### src/rtl/battleship_pkg.sv
// Shared types, board geometry, LFSR constants and coordinate helpers for the
// Battleship turn sequencer.
package battleship_pkg;

    typedef enum logic [2:0] {
        ST_IDLE,
        ST_PLAYER_WAIT,
        ST_PLAYER_RESOLVE,
        ST_PC_PICK,
        ST_PC_RESOLVE,
        ST_WIN,
        ST_LOSE
    } state_t;

    localparam int BOARD_N = 5;
    localparam int CELLS   = BOARD_N * BOARD_N;

    // Seed is non-zero so the LFSR never locks up in the all-zero state.
    localparam logic [7:0] LFSR_SEED = 8'hA5;
    // x^8 + x^6 + x^5 + x^4 + 1 as register bit positions 7, 5, 4, 3.
    localparam logic [7:0] LFSR_TAPS = 8'b1011_1000;

    // Flat cell index used by the fleet and shot bitmaps: row*5 + col.
    function automatic logic [4:0] coord_to_idx(input logic [2:0] row,
                                                input logic [2:0] col);
        return 5'(int'(row) * BOARD_N + int'(col));
    endfunction

    function automatic logic [2:0] idx_to_row(input logic [4:0] idx);
        return 3'(int'(idx) / BOARD_N);
    endfunction

    function automatic logic [2:0] idx_to_col(input logic [4:0] idx);
        return 3'(int'(idx) % BOARD_N);
    endfunction

endpackage

### src/rtl/battleship_lfsr.sv
// Free-running 8-bit maximal-length Fibonacci LFSR used for PC targeting.
// Runs every cycle regardless of game state so the PC's picks depend on
// how long the player took.
module battleship_lfsr
    import battleship_pkg::*;
(
    input  logic       clk,
    input  logic       rstSwitch,
    output logic [7:0] value
);

    logic feedback;

    // Feedback is the XOR of the tapped bits.
    always_comb begin
        feedback = ^(value & LFSR_TAPS);
    end

    // Shift left one position per clock, feedback entering at bit 0.
    always_ff @(posedge clk) begin
        // NOTE: sequential state uses non-blocking assignments so every
        // register samples the pre-edge values, independent of statement order.
        if (rstSwitch) begin
            value <= LFSR_SEED;
        end else begin
            value <= {value[6:0], feedback};
        end
    end

endmodule

### src/rtl/turn_controller.sv
// Turn sequencer for one Battleship game: player shot, PC counter-shot,
// turn timeout, shot maps, boats-left counters and win/lose detection.
module turn_controller
    import battleship_pkg::*;
#(
    parameter int TURN_CYCLES = 50_000_000,
    parameter int NUM_BOATS   = 5
) (
    input  logic             clk,
    input  logic             rstSwitch,
    input  logic             initGame,
    input  logic             selectPulse,
    input  logic [2:0]       rowCoord,
    input  logic [2:0]       colCoord,
    input  logic [CELLS-1:0] pcShipMap,
    input  logic [CELLS-1:0] playerShipMap,
    output logic [2:0]       pcBoats,
    output logic [2:0]       playerBoats,
    output logic             playState,
    output logic             pcState,
    output logic             playerMov,
    output logic             pcMov,
    output logic             lastHit,
    output logic [2:0]       pcRow,
    output logic [2:0]       pcCol,
    output logic             timeExpired,
    output logic             shotReject,
    output logic             playerWin,
    output logic             pcWin
);

    localparam logic [31:0] TIMER_LAST = 32'(TURN_CYCLES - 1);
    localparam logic [2:0]  BOATS_INIT = 3'(NUM_BOATS);

    // ---------------------------------------------------------------- state
    state_t           state_q, state_d;
    logic [31:0]      timer_q, timer_d;
    logic [CELLS-1:0] player_shots_q, player_shots_d;  // cells the player fired at
    logic [CELLS-1:0] pc_shots_q, pc_shots_d;          // cells the PC fired at
    logic [2:0]       pc_boats_q, pc_boats_d;
    logic [2:0]       player_boats_q, player_boats_d;
    logic [4:0]       tgt_idx_q, tgt_idx_d;            // latched player target
    logic [4:0]       pc_idx_q, pc_idx_d;              // latched PC target
    logic             last_hit_q, last_hit_d;
    logic [2:0]       pc_row_q, pc_row_d;
    logic [2:0]       pc_col_q, pc_col_d;
    logic             player_mov_q, player_mov_d;
    logic             pc_mov_q, pc_mov_d;
    logic             time_expired_q, time_expired_d;
    logic             shot_reject_q, shot_reject_d;
    logic             play_state_q, play_state_d;
    logic             pc_state_q, pc_state_d;
    logic             player_win_q, player_win_d;
    logic             pc_win_q, pc_win_d;

    // ------------------------------------------------------------- helpers
    logic [7:0] lfsr_value;
    logic       lfsr_unused;
    logic [4:0] sel_idx;
    logic       sel_in_range;
    logic       sel_cell_shot;
    logic       sel_valid;
    logic [4:0] pc_cand;
    logic       pc_cand_ok;
    logic       resolve_hit;
    logic       pc_dec;
    logic       player_dec;

    battleship_lfsr u_lfsr (
        .clk       (clk),
        .rstSwitch (rstSwitch),
        .value     (lfsr_value)
    );

    // Only the low five bits address the board; the rest just feed the shift.
    assign lfsr_unused = &{1'b0, lfsr_value[7:5]};

    // Qualify the player's select and the PC's candidate cell.
    always_comb begin
        sel_idx       = coord_to_idx(rowCoord, colCoord);
        sel_in_range  = (rowCoord < 3'(BOARD_N)) && (colCoord < 3'(BOARD_N));
        // Out-of-range coordinates are treated as an already-shot cell.
        sel_cell_shot = sel_in_range ? player_shots_q[sel_idx] : 1'b1;
        sel_valid     = selectPulse && !sel_cell_shot;
        pc_cand       = lfsr_value[4:0];
        pc_cand_ok    = (pc_cand < 5'(CELLS)) && !pc_shots_q[pc_cand];
    end

    // Next-state, datapath and registered-output logic for the turn FSM.
    always_comb begin
        // NOTE: every variable gets a default before the case so no path
        // leaves one unassigned, which would otherwise infer a latch.
        state_d        = state_q;
        timer_d        = timer_q;
        player_shots_d = player_shots_q;
        pc_shots_d     = pc_shots_q;
        pc_boats_d     = pc_boats_q;
        player_boats_d = player_boats_q;
        tgt_idx_d      = tgt_idx_q;
        pc_idx_d       = pc_idx_q;
        last_hit_d     = last_hit_q;
        pc_row_d       = pc_row_q;
        pc_col_d       = pc_col_q;
        player_mov_d   = 1'b0;
        pc_mov_d       = 1'b0;
        time_expired_d = 1'b0;
        shot_reject_d  = 1'b0;
        resolve_hit    = 1'b0;
        pc_dec         = 1'b0;
        player_dec     = 1'b0;

        unique case (state_q)
            ST_IDLE, ST_WIN, ST_LOSE: begin
                if (initGame) begin
                    pc_boats_d     = BOATS_INIT;
                    player_boats_d = BOATS_INIT;
                    player_shots_d = '0;
                    pc_shots_d     = '0;
                    timer_d        = '0;
                    state_d        = ST_PLAYER_WAIT;
                end
            end

            ST_PLAYER_WAIT: begin
                timer_d = timer_q + 32'd1;
                // A valid select beats a same-cycle timeout; an invalid one
                // loses to it and is not reported as a reject.
                if (sel_valid) begin
                    tgt_idx_d = sel_idx;
                    state_d   = ST_PLAYER_RESOLVE;
                end else if (timer_q == TIMER_LAST) begin
                    time_expired_d = 1'b1;
                    state_d        = ST_PC_PICK;
                end else if (selectPulse) begin
                    shot_reject_d = 1'b1;
                end
            end

            ST_PLAYER_RESOLVE: begin
                player_shots_d[tgt_idx_q] = 1'b1;
                resolve_hit               = pcShipMap[tgt_idx_q];
                last_hit_d                = resolve_hit;
                player_mov_d              = 1'b1;
                if (resolve_hit) begin
                    pc_dec     = 1'b1;
                    pc_boats_d = pc_boats_q - 3'd1;
                end
                state_d = (pc_boats_d == 3'd0) ? ST_WIN : ST_PC_PICK;
            end

            ST_PC_PICK: begin
                // Unusable candidates are simply retried with the next LFSR value.
                if (pc_cand_ok) begin
                    pc_idx_d = pc_cand;
                    state_d  = ST_PC_RESOLVE;
                end
            end

            ST_PC_RESOLVE: begin
                pc_shots_d[pc_idx_q] = 1'b1;
                pc_row_d             = idx_to_row(pc_idx_q);
                pc_col_d             = idx_to_col(pc_idx_q);
                resolve_hit          = playerShipMap[pc_idx_q];
                last_hit_d           = resolve_hit;
                pc_mov_d             = 1'b1;
                timer_d              = '0;
                if (resolve_hit) begin
                    player_dec     = 1'b1;
                    player_boats_d = player_boats_q - 3'd1;
                end
                state_d = (player_boats_d == 3'd0) ? ST_LOSE : ST_PLAYER_WAIT;
            end

            default: begin
                state_d = ST_IDLE;
            end
        endcase

        // Level status flags reflect the state being entered, so they are
        // registered together with it.
        play_state_d = (state_d == ST_PLAYER_WAIT);
        pc_state_d   = (state_d == ST_PC_PICK) || (state_d == ST_PC_RESOLVE);
        player_win_d = (state_d == ST_WIN);
        pc_win_d     = (state_d == ST_LOSE);
    end

    // State, datapath and output registers with synchronous reset.
    always_ff @(posedge clk) begin
        if (rstSwitch) begin
            state_q        <= ST_IDLE;
            timer_q        <= '0;
            // NOTE: the shot maps are plain flop vectors, not RAM, so clearing
            // them in reset is cheap and keeps a fresh game from seeing stale shots.
            player_shots_q <= '0;
            pc_shots_q     <= '0;
            pc_boats_q     <= '0;
            player_boats_q <= '0;
            tgt_idx_q      <= '0;
            pc_idx_q       <= '0;
            last_hit_q     <= 1'b0;
            pc_row_q       <= '0;
            pc_col_q       <= '0;
            player_mov_q   <= 1'b0;
            pc_mov_q       <= 1'b0;
            time_expired_q <= 1'b0;
            shot_reject_q  <= 1'b0;
            play_state_q   <= 1'b0;
            pc_state_q     <= 1'b0;
            player_win_q   <= 1'b0;
            pc_win_q       <= 1'b0;
        end else begin
            state_q        <= state_d;
            timer_q        <= timer_d;
            player_shots_q <= player_shots_d;
            pc_shots_q     <= pc_shots_d;
            pc_boats_q     <= pc_boats_d;
            player_boats_q <= player_boats_d;
            tgt_idx_q      <= tgt_idx_d;
            pc_idx_q       <= pc_idx_d;
            last_hit_q     <= last_hit_d;
            pc_row_q       <= pc_row_d;
            pc_col_q       <= pc_col_d;
            player_mov_q   <= player_mov_d;
            pc_mov_q       <= pc_mov_d;
            time_expired_q <= time_expired_d;
            shot_reject_q  <= shot_reject_d;
            play_state_q   <= play_state_d;
            pc_state_q     <= pc_state_d;
            player_win_q   <= player_win_d;
            pc_win_q       <= pc_win_d;
        end
    end

    // A hit is only possible on a live boat, so a counter at zero is never
    // decremented; this guards the fleet-map preconditions.
    assert property (@(posedge clk) disable iff (rstSwitch)
                     !(pc_dec && pc_boats_q == 3'd0));
    assert property (@(posedge clk) disable iff (rstSwitch)
                     !(player_dec && player_boats_q == 3'd0));

    assign pcBoats     = pc_boats_q;
    assign playerBoats = player_boats_q;
    assign playState   = play_state_q;
    assign pcState     = pc_state_q;
    assign playerMov   = player_mov_q;
    assign pcMov       = pc_mov_q;
    assign lastHit     = last_hit_q;
    assign pcRow       = pc_row_q;
    assign pcCol       = pc_col_q;
    assign timeExpired = time_expired_q;
    assign shotReject  = shot_reject_q;
    assign playerWin   = player_win_q;
    assign pcWin       = pc_win_q;

endmodule

### config.mk
export PLATFORM = sky130hd
export DESIGN_NAME = turn_controller
export DESIGN_NICKNAME = d
export VERILOG_FILES = /design/src/rtl/battleship_pkg.sv /design/src/rtl/battleship_lfsr.sv /design/src/rtl/turn_controller.sv
export SDC_FILE = /design/constraint.sdc
export NUM_CORES = 1
export LEC_CHECK = 0
export ABC_AREA = 1
export CORE_MARGIN = 3
export CORE_UTILIZATION = 51
export DETAILED_ROUTE_END_ITERATION = 8
export PLACE_DENSITY = 0.76
export SLEW_MARGIN = 20
export SYNTH_ARGS = -nofsm -noshare
export SYNTH_HDL_FRONTEND = slang
export SYNTH_HIERARCHICAL = 1
export SYNTH_SLANG_ARGS = --single-unit
### constraint.sdc
create_clock -name clk -period 3.05 [get_ports clk]
set_clock_uncertainty 0.15 [all_clocks]
set_input_delay 0.4575 -clock clk [delete_from_list [all_inputs] [get_ports clk]]
set_output_delay 0.4575 -clock clk [all_outputs]
set_load 0.005 [all_outputs]
### Word-level counts from Yosys, hierarchy flattened

Index checks and enable logic that the tools add are counted.

* bits in registers: 124
* bits in latches: 0
* bits in writable memories: 0
* bits in read-only memories: 0
* output and inout bits: 21
* logic and storage cells: 113
* memories kept: 0

* add/sub/neg operators: 4
* $mul: 1
* div/mod/pow operators: 2
* order comparisons: 9
* equal/unequal tests: 13
* shifts and indexed selects: 0
* mux-type cells: 37
* bitwise logic cells: 3
* reduce and logical (&&, ||, !) cells: 24

Operator list (number)
* 25-bit one-hot mux with 2 select lines: 2
* 32-bit one-hot mux with 3 select lines: 1
* 25-bit OR: 2
* 3-bit two-way mux: 11
* 32-bit by 1-bit adder with 32-bit output, second input constant: 1
* 6-bit by 4-bit divider with 32-bit output, second input constant: 1
* 32-bit by 26-bit == test with 1-bit output, second input constant: 1
* 6-bit by 4-bit remainder unit with 32-bit output, second input constant: 1
* 32-bit two-way mux: 1
* 25-bit two-way mux: 1
* 5-bit by 6-bit < comparator with 1-bit output, second input constant: 4
* 1-bit binary-select mux with 5-bit select: 4
* 3-bit == test, second input constant: 6
* 3-bit one-hot mux with 5 select lines: 1
* 3-bit one-hot mux with 2 select lines: 2
* 1-bit two-way mux: 11
* 1-bit demux with 5-bit select: 2
* 5-bit by 1-bit >= comparator with 1-bit output, second input constant: 2
* 2-bit AND reduction: 5
* 3-bit by 2-bit == test with 1-bit output, second input constant: 3
* 3-bit zero test: 3
* 8-bit parity: 1
* 3-bit by 1-bit == test with 1-bit output, second input constant: 2
* 3-bit < comparator, second input constant: 2
* 14 further kinds: 23

### Depth between registers and ports, before layout

* depth in word-level cells: 11
* depth in mapped cells: 23

### By module

Netlist, hierarchy kept.

By module, submodules not included
* turn_controller: instances 1, cells an instance 1073, area an instance 6852.8 um^2, seq. area each 2322.2 um^2
* battleship_lfsr: instances 1, cells an instance 37, area an instance 275.3 um^2, seq. area each 160.2 um^2

### Least setup slack after synthesis

OpenSTA, ideal clock, no wires.

* path type: flip-flop to flip-flop
* start: reg pc_idx_q[2]
* end: reg pc_col_q[0], in the netlist pcCol[0]
* library setup time: 0.113 ns
* arrival time: 2.631 ns
* data required time: 2.787 ns
* setup slack: 0.156 ns
* cell stages (with the launch flop): 22
* path buffers: 0
* clock period less this slack: 2.894 ns
* path through: dfxtp_1 -> ha_1 -> inv_1 -> nand2_2 -> nand2_1 -> nand2_1 -> nand2_2 -> ha_1 -> nand3_1 -> nand2_1 -> nor2_4 -> nand2_1 -> o21ai_1 -> ha_1 -> inv_1 -> nor2_1 -> nand3b_1 -> nand3_1 -> nand2_1 -> inv_1 -> o21ai_1 -> inv_1

* cells in the longest elaborated chain, start to end: 1

RTL lines
* start, declared: line turn_controller.sv:43 `logic [4:0] pc_idx_q, pc_idx_d;`
* start signal, assigned: line turn_controller.sv:219 `pc_idx_q <= pc_idx_d;`
* 6-bit by 4-bit remainder unit with 32-bit output: line battleship_pkg.sv:34 `return 3'(int'(idx) % BOARD_N);`
* end signal, assigned: line turn_controller.sv:222 `pc_col_q <= pc_col_d;`
* end, declared: line turn_controller.sv:46 `logic [2:0] pc_col_q, pc_col_d;`

Every way passes these cells.
A chain may end at the register's enable or synchronous reset.

### Worst setup path in the final report

* start: in rowCoord[1]
* end: reg tgt_idx_q[4]

* cells in the longest elaborated chain, start to end: 8

RTL lines
* start, declared: line turn_controller.sv:13 `input logic [2:0] rowCoord,`
* 3-bit by 3-bit multiplier with 5-bit output: line battleship_pkg.sv:26 `return 5'(int'(row) * BOARD_N + int'(col));`
* 5-bit by 3-bit adder with 5-bit output: line battleship_pkg.sv:26
* 1-bit binary-select mux with 5-bit select: line turn_controller.sv:83 `sel_cell_shot = sel_in_range ? player_shots_q[sel_idx] : 1'b1;`
* 1-bit two-way mux (implied by the code): line turn_controller.sv:83
* 1-bit two-way mux: line turn_controller.sv:83
* 1-bit zero test: line turn_controller.sv:84 `sel_valid = selectPulse && !sel_cell_shot;`
* 1-bit logical AND: line turn_controller.sv:84
* 2-bit AND reduction (no source line)
* end signal, assigned: line turn_controller.sv:218 `tgt_idx_q <= tgt_idx_d;`
* end, declared: line turn_controller.sv:42 `logic [4:0] tgt_idx_q, tgt_idx_d;`

Parallel ways exist; a longest one is shown, timed or not. The select of a mux whose other input is x is not followed.

==> impl_metrics.json <==
{
  "path_clk_slew_ns": 0.06,
  "period_share_pct": 94.5,
  "overflow": 0,
  "seq_power_share_pct": 37.5,
  "gp_congestion": 0.912,
  "final-max-slew-violation-count": 0,
  "io-pin-count": 81,
  "finalHoldViolCount": 0,
  "antenna_cells": 0,
  "r2r-start": "pc_idx_q[3]$_SDFFE_PP0P_",
  "yosys.area.top_type_share_pct": 34.8,
  "synth-seq-area-share_pct": 34.8,
  "crit_end": "tgt_idx_q[4]$_SDFFE_PP0P_",
  "synth_top_family_by_area": "simple AND/OR/NAND/NOR gates",
  "synthTopCellsByCount": "324 x nand2_1, 133 x nor2_1, 124 x dfxtp_1",
  "cts_root_buf": "clkbuf_16",
  "crit_type": "in2reg",
  "synth_xor_xnor_area_share_pct": 1.35,
  "initial_utilization_pct": 53.0,
  "dr.pass1.iters": 5,
  "yosys.area_share.simple_pct": 39.1,
  "ir_worst_vdd_v": 0.000470,
  "cts_tree": "done",
  "p_comb_share_pct": 17.5,
  "synthTopCellsByArea": "dfxtp_1 35%, nand2_1 17%, nor2_1 7.0%, inv_1 6.0%, nand3_1 5.2%",
  "post-route-min-period_ns": 2.88,
  "synth_fp_nets": 1189,
  "fillers": 1235,
  "path_common_cell": "inv_1",
  "die_w_um": 124,
  "syn_area_um2": 7130,
  "antenna_found_initial": 0,
  "arrival_ns": 3.07,
  "critPathCaptureType": "flop",
  "cts_buffer_depth": 2,
  "synthCells": 1110,
  "grtUsageTotal_pct": 23.9,
  "yosysWarnings": 6,
  "synth_compound_area_share_pct": 12.0,
  "routed_wl_um": 18900,
  "seq_area_um2": 2480,
  "path_max_fanout": 7,
  "p_switching_w": 0.00128,
  "multi_input_area_um2": 4070,
  "critPathLaunchType": "input pin",
  "final_layout_size_suffix_gt1_share_pct": 10.6,
  "postCtsHoldBufs": 0,
  "reg2regPathDepth": 22,
  "worstPathRequired_ns": 3.24,
  "synthFlopType": "dfxtp_1",
  "synthMostInstantiatedCell": "nand2_1",
  "max_stage_delay_ns": 0.43,
  "drtIter0Drc": 525,
  "cpMaxStageDelayCell": "clkdlybuf4s50_1",
  "holdPathStages": 1,
  "rrSetupSlack_ns": 0.24,
  "fp.dieH_um": 124,
  "tns_ns": 0,
  "drv_cap": 0,
  "crit_path_cell_trace": "clkdlybuf4s50_1 > ha_1 > ha_2 > inv_1 > fa_2 > inv_1 > nand2_1 > nand2_2 > inv_1 > a21oi_1 > nor2_1 > a21oi_2 > nand3_2 > buf_4 > inv_2 > o21ai_0 > a21oi_1",
  "dieArea_um2": 15400,
  "area_growth_pct": 25.7,
  "setup_violations": 0,
  "ant_nets": 0,
  "synthMuxAreaShare_pct": 0,
  "power.density_nw_per_um2": 512,
  "grt_pass1_wl_um": 31300,
  "p_leak_nw": 3.73,
  "synth-edff-count": 0,
  "remaining_drc_errors": 0,
  "slew_headroom_pct": 43.5,
  "cts_buffers": 17,
  "clkLatencyLatePin_ns": 0.42,
  "synth_area_leader_cell": "dfxtp_1",
  "p_sw_share_pct": 27.9,
  "hold_ws_ns": 0.254,
  "rows": 42,
  "syn_area_per_cell_um2": 6.42,
  "io_buffers": 80,
  "grt_pass1_vias": 6803,
  "post_drt_wl_per_cell_um": 13.5,
  "max_slew.worst_pin.slew_ns": 0.841,
  "clkPwrFrac_pct": 45.1,
  "fmaxAchievable_ghz": 0.347,
  "vias_per_cell": 5.30,
  "hold_class": "reg2reg",
  "outcome": "complete, no violations",
  "crit_path_start": "rowCoord[1]",
  "nNetsFinal": 1288,
  "coreArea_um2": 13500,
  "num_vias": 7409,
  "grt_max_degree": 42,
  "synth_fa_ha_area_share_pct": 3.44,
  "internal_power_w": 0.00330,
  "ys_ff_latch": 124,
  "r2r-end": "pcCol[0]$_SDFFE_PP0P_",
  "clock_sinks": 124,
  "post-dp-hpwl_um": 13400,
  "async_flop_share_pct": 0,
  "yosysUniqueCellTypes": 42,
  "htreeDepth": 4
}
[per-stage QoR]
stage / area [um^2] / cells / util (%) / total power, W / setup WS (ns)
after floorplan: 7130 / 1110 / - / 0.00222 / 0.156
after global placement: 8220 / 1361 / 61.1 / 0.00251 / -0.381
after detailed placement: 8220 / 1361 / 61.1 / 0.00252 / -0.496
after CTS: 8830 / 1393 / 65.7 / 0.00458 / 0.0175
after global routing: 8960 / 1398 / 66.6 / 0.00479 / -0.0532
final: 8960 / 1398 / 66.6 / 0.00458 / 0.168
[worst min-delay path by stage]
stage | end | slack [ns] | startpoint
after global routing | u_lfsr/value[7]$_SDFF_PP1_ | 0.28 | u_lfsr/value[6]$_SDFF_PP0_
after CTS | u_lfsr/value[7]$_SDFF_PP1_ | 0.25 | u_lfsr/value[6]$_SDFF_PP0_
after detailed placement | u_lfsr/value[7]$_SDFF_PP1_ | 0.24 | u_lfsr/value[6]$_SDFF_PP0_
after floorplan | u_lfsr/value[7]$_SDFF_PP1_ | 0.23 | u_lfsr/value[6]$_SDFF_PP0_
final | u_lfsr/value[7]$_SDFF_PP1_ | 0.25 | u_lfsr/value[6]$_SDFF_PP0_
after global placement | u_lfsr/value[7]$_SDFF_PP1_ | 0.24 | u_lfsr/value[6]$_SDFF_PP0_
[layer usage]
layer  wire length [um]  vias up  global-route usage, %  share of wire, %
met4                515        0                   9.41               2.7
met1               8660     3347                   31.2                46
met5                  0        -                      0                 0
met2               8680      208                   38.4                46
met3               1010       47                   5.46               5.4
li1                   -     3807                      -                 -
[state kept, by name (all words and copies together), names as in the netlist, 3 cells and up]
name            flops
timer_q            32
tgt_idx_q           5
pcCol               3
player_shots_q     25
u_lfsr/value        8
pc_shots_q         25
pc_idx_q            5
playerBoats         3
state_q             3
pcBoats             3
pcRow               3
[cells by family (layout without fill, tap and decap cells)]
logic type	count (synthesis)	after routing
AO/OA/AOI/OAI	150	150
XOR/XNOR	11	11
adder cells (fa/ha/maj)	19	19
buffers and inverters	165	277
flip-flops	124	124
AND/OR/NAND/NOR	641	641
[worst max-delay path, delay by kind of cell]
kind,cells,cell delay [ns]
fa+ha+maj,3,0.87
buf+inv,6,0.84
simple gates,4,0.32
compound gates,4,0.58
[power by group through the flow]
stage	Clock, W	Combinational, W	Sequential (W)
floorplan	0	0.000492	0.00173
global placement	0	0.000760	0.00175
detailed placement	0	0.000770	0.00175
CTS	0.00209	0.000776	0.00172
global route	0.00217	0.000897	0.00172
finish	0.00207	0.000800	0.00172
[placed cells by master, fill, tap and decap left out, types with 4 or more instances in the layout]
master and count:
nor3b_1 4, nor2_2 9, nand3_2 7, nand2_2 11, nor2_1 132, inv_1 113
xor2_1 10, nand4_1 14, o21ai_1 5, a31oi_1 37, nor4_1 11, nor2_4 6
inv_2 12, clkbuf_16 17, a21oi_1 58, o21ai_0 27, nor3_1 40, o211ai_1 6
ha_1 13, clkdlybuf4s50_1 78, nand3_1 71, nand2_1 319, buf_4 36, dfxtp_1 123
or2_2 4, o22ai_1 5, nand3b_1 8
[cell type report]
cell class              count  share of cell area (%)
inverters                 128                    5.36
multi-input cells         821                    45.4
repair buffers            117                    12.2
well taps                 176                    2.46
clock inverters            13                    1.86
flip-flops and latches    124                    27.7
clock buffers              19                    4.94
[timing repair]
action                     CTS  global route
setup buffers                0             5
pin swaps                    2             7
setup endpoints to repair    4            15
gates resized for setup      1            22
Note: power is estimated with default switching activity, not from simulation.
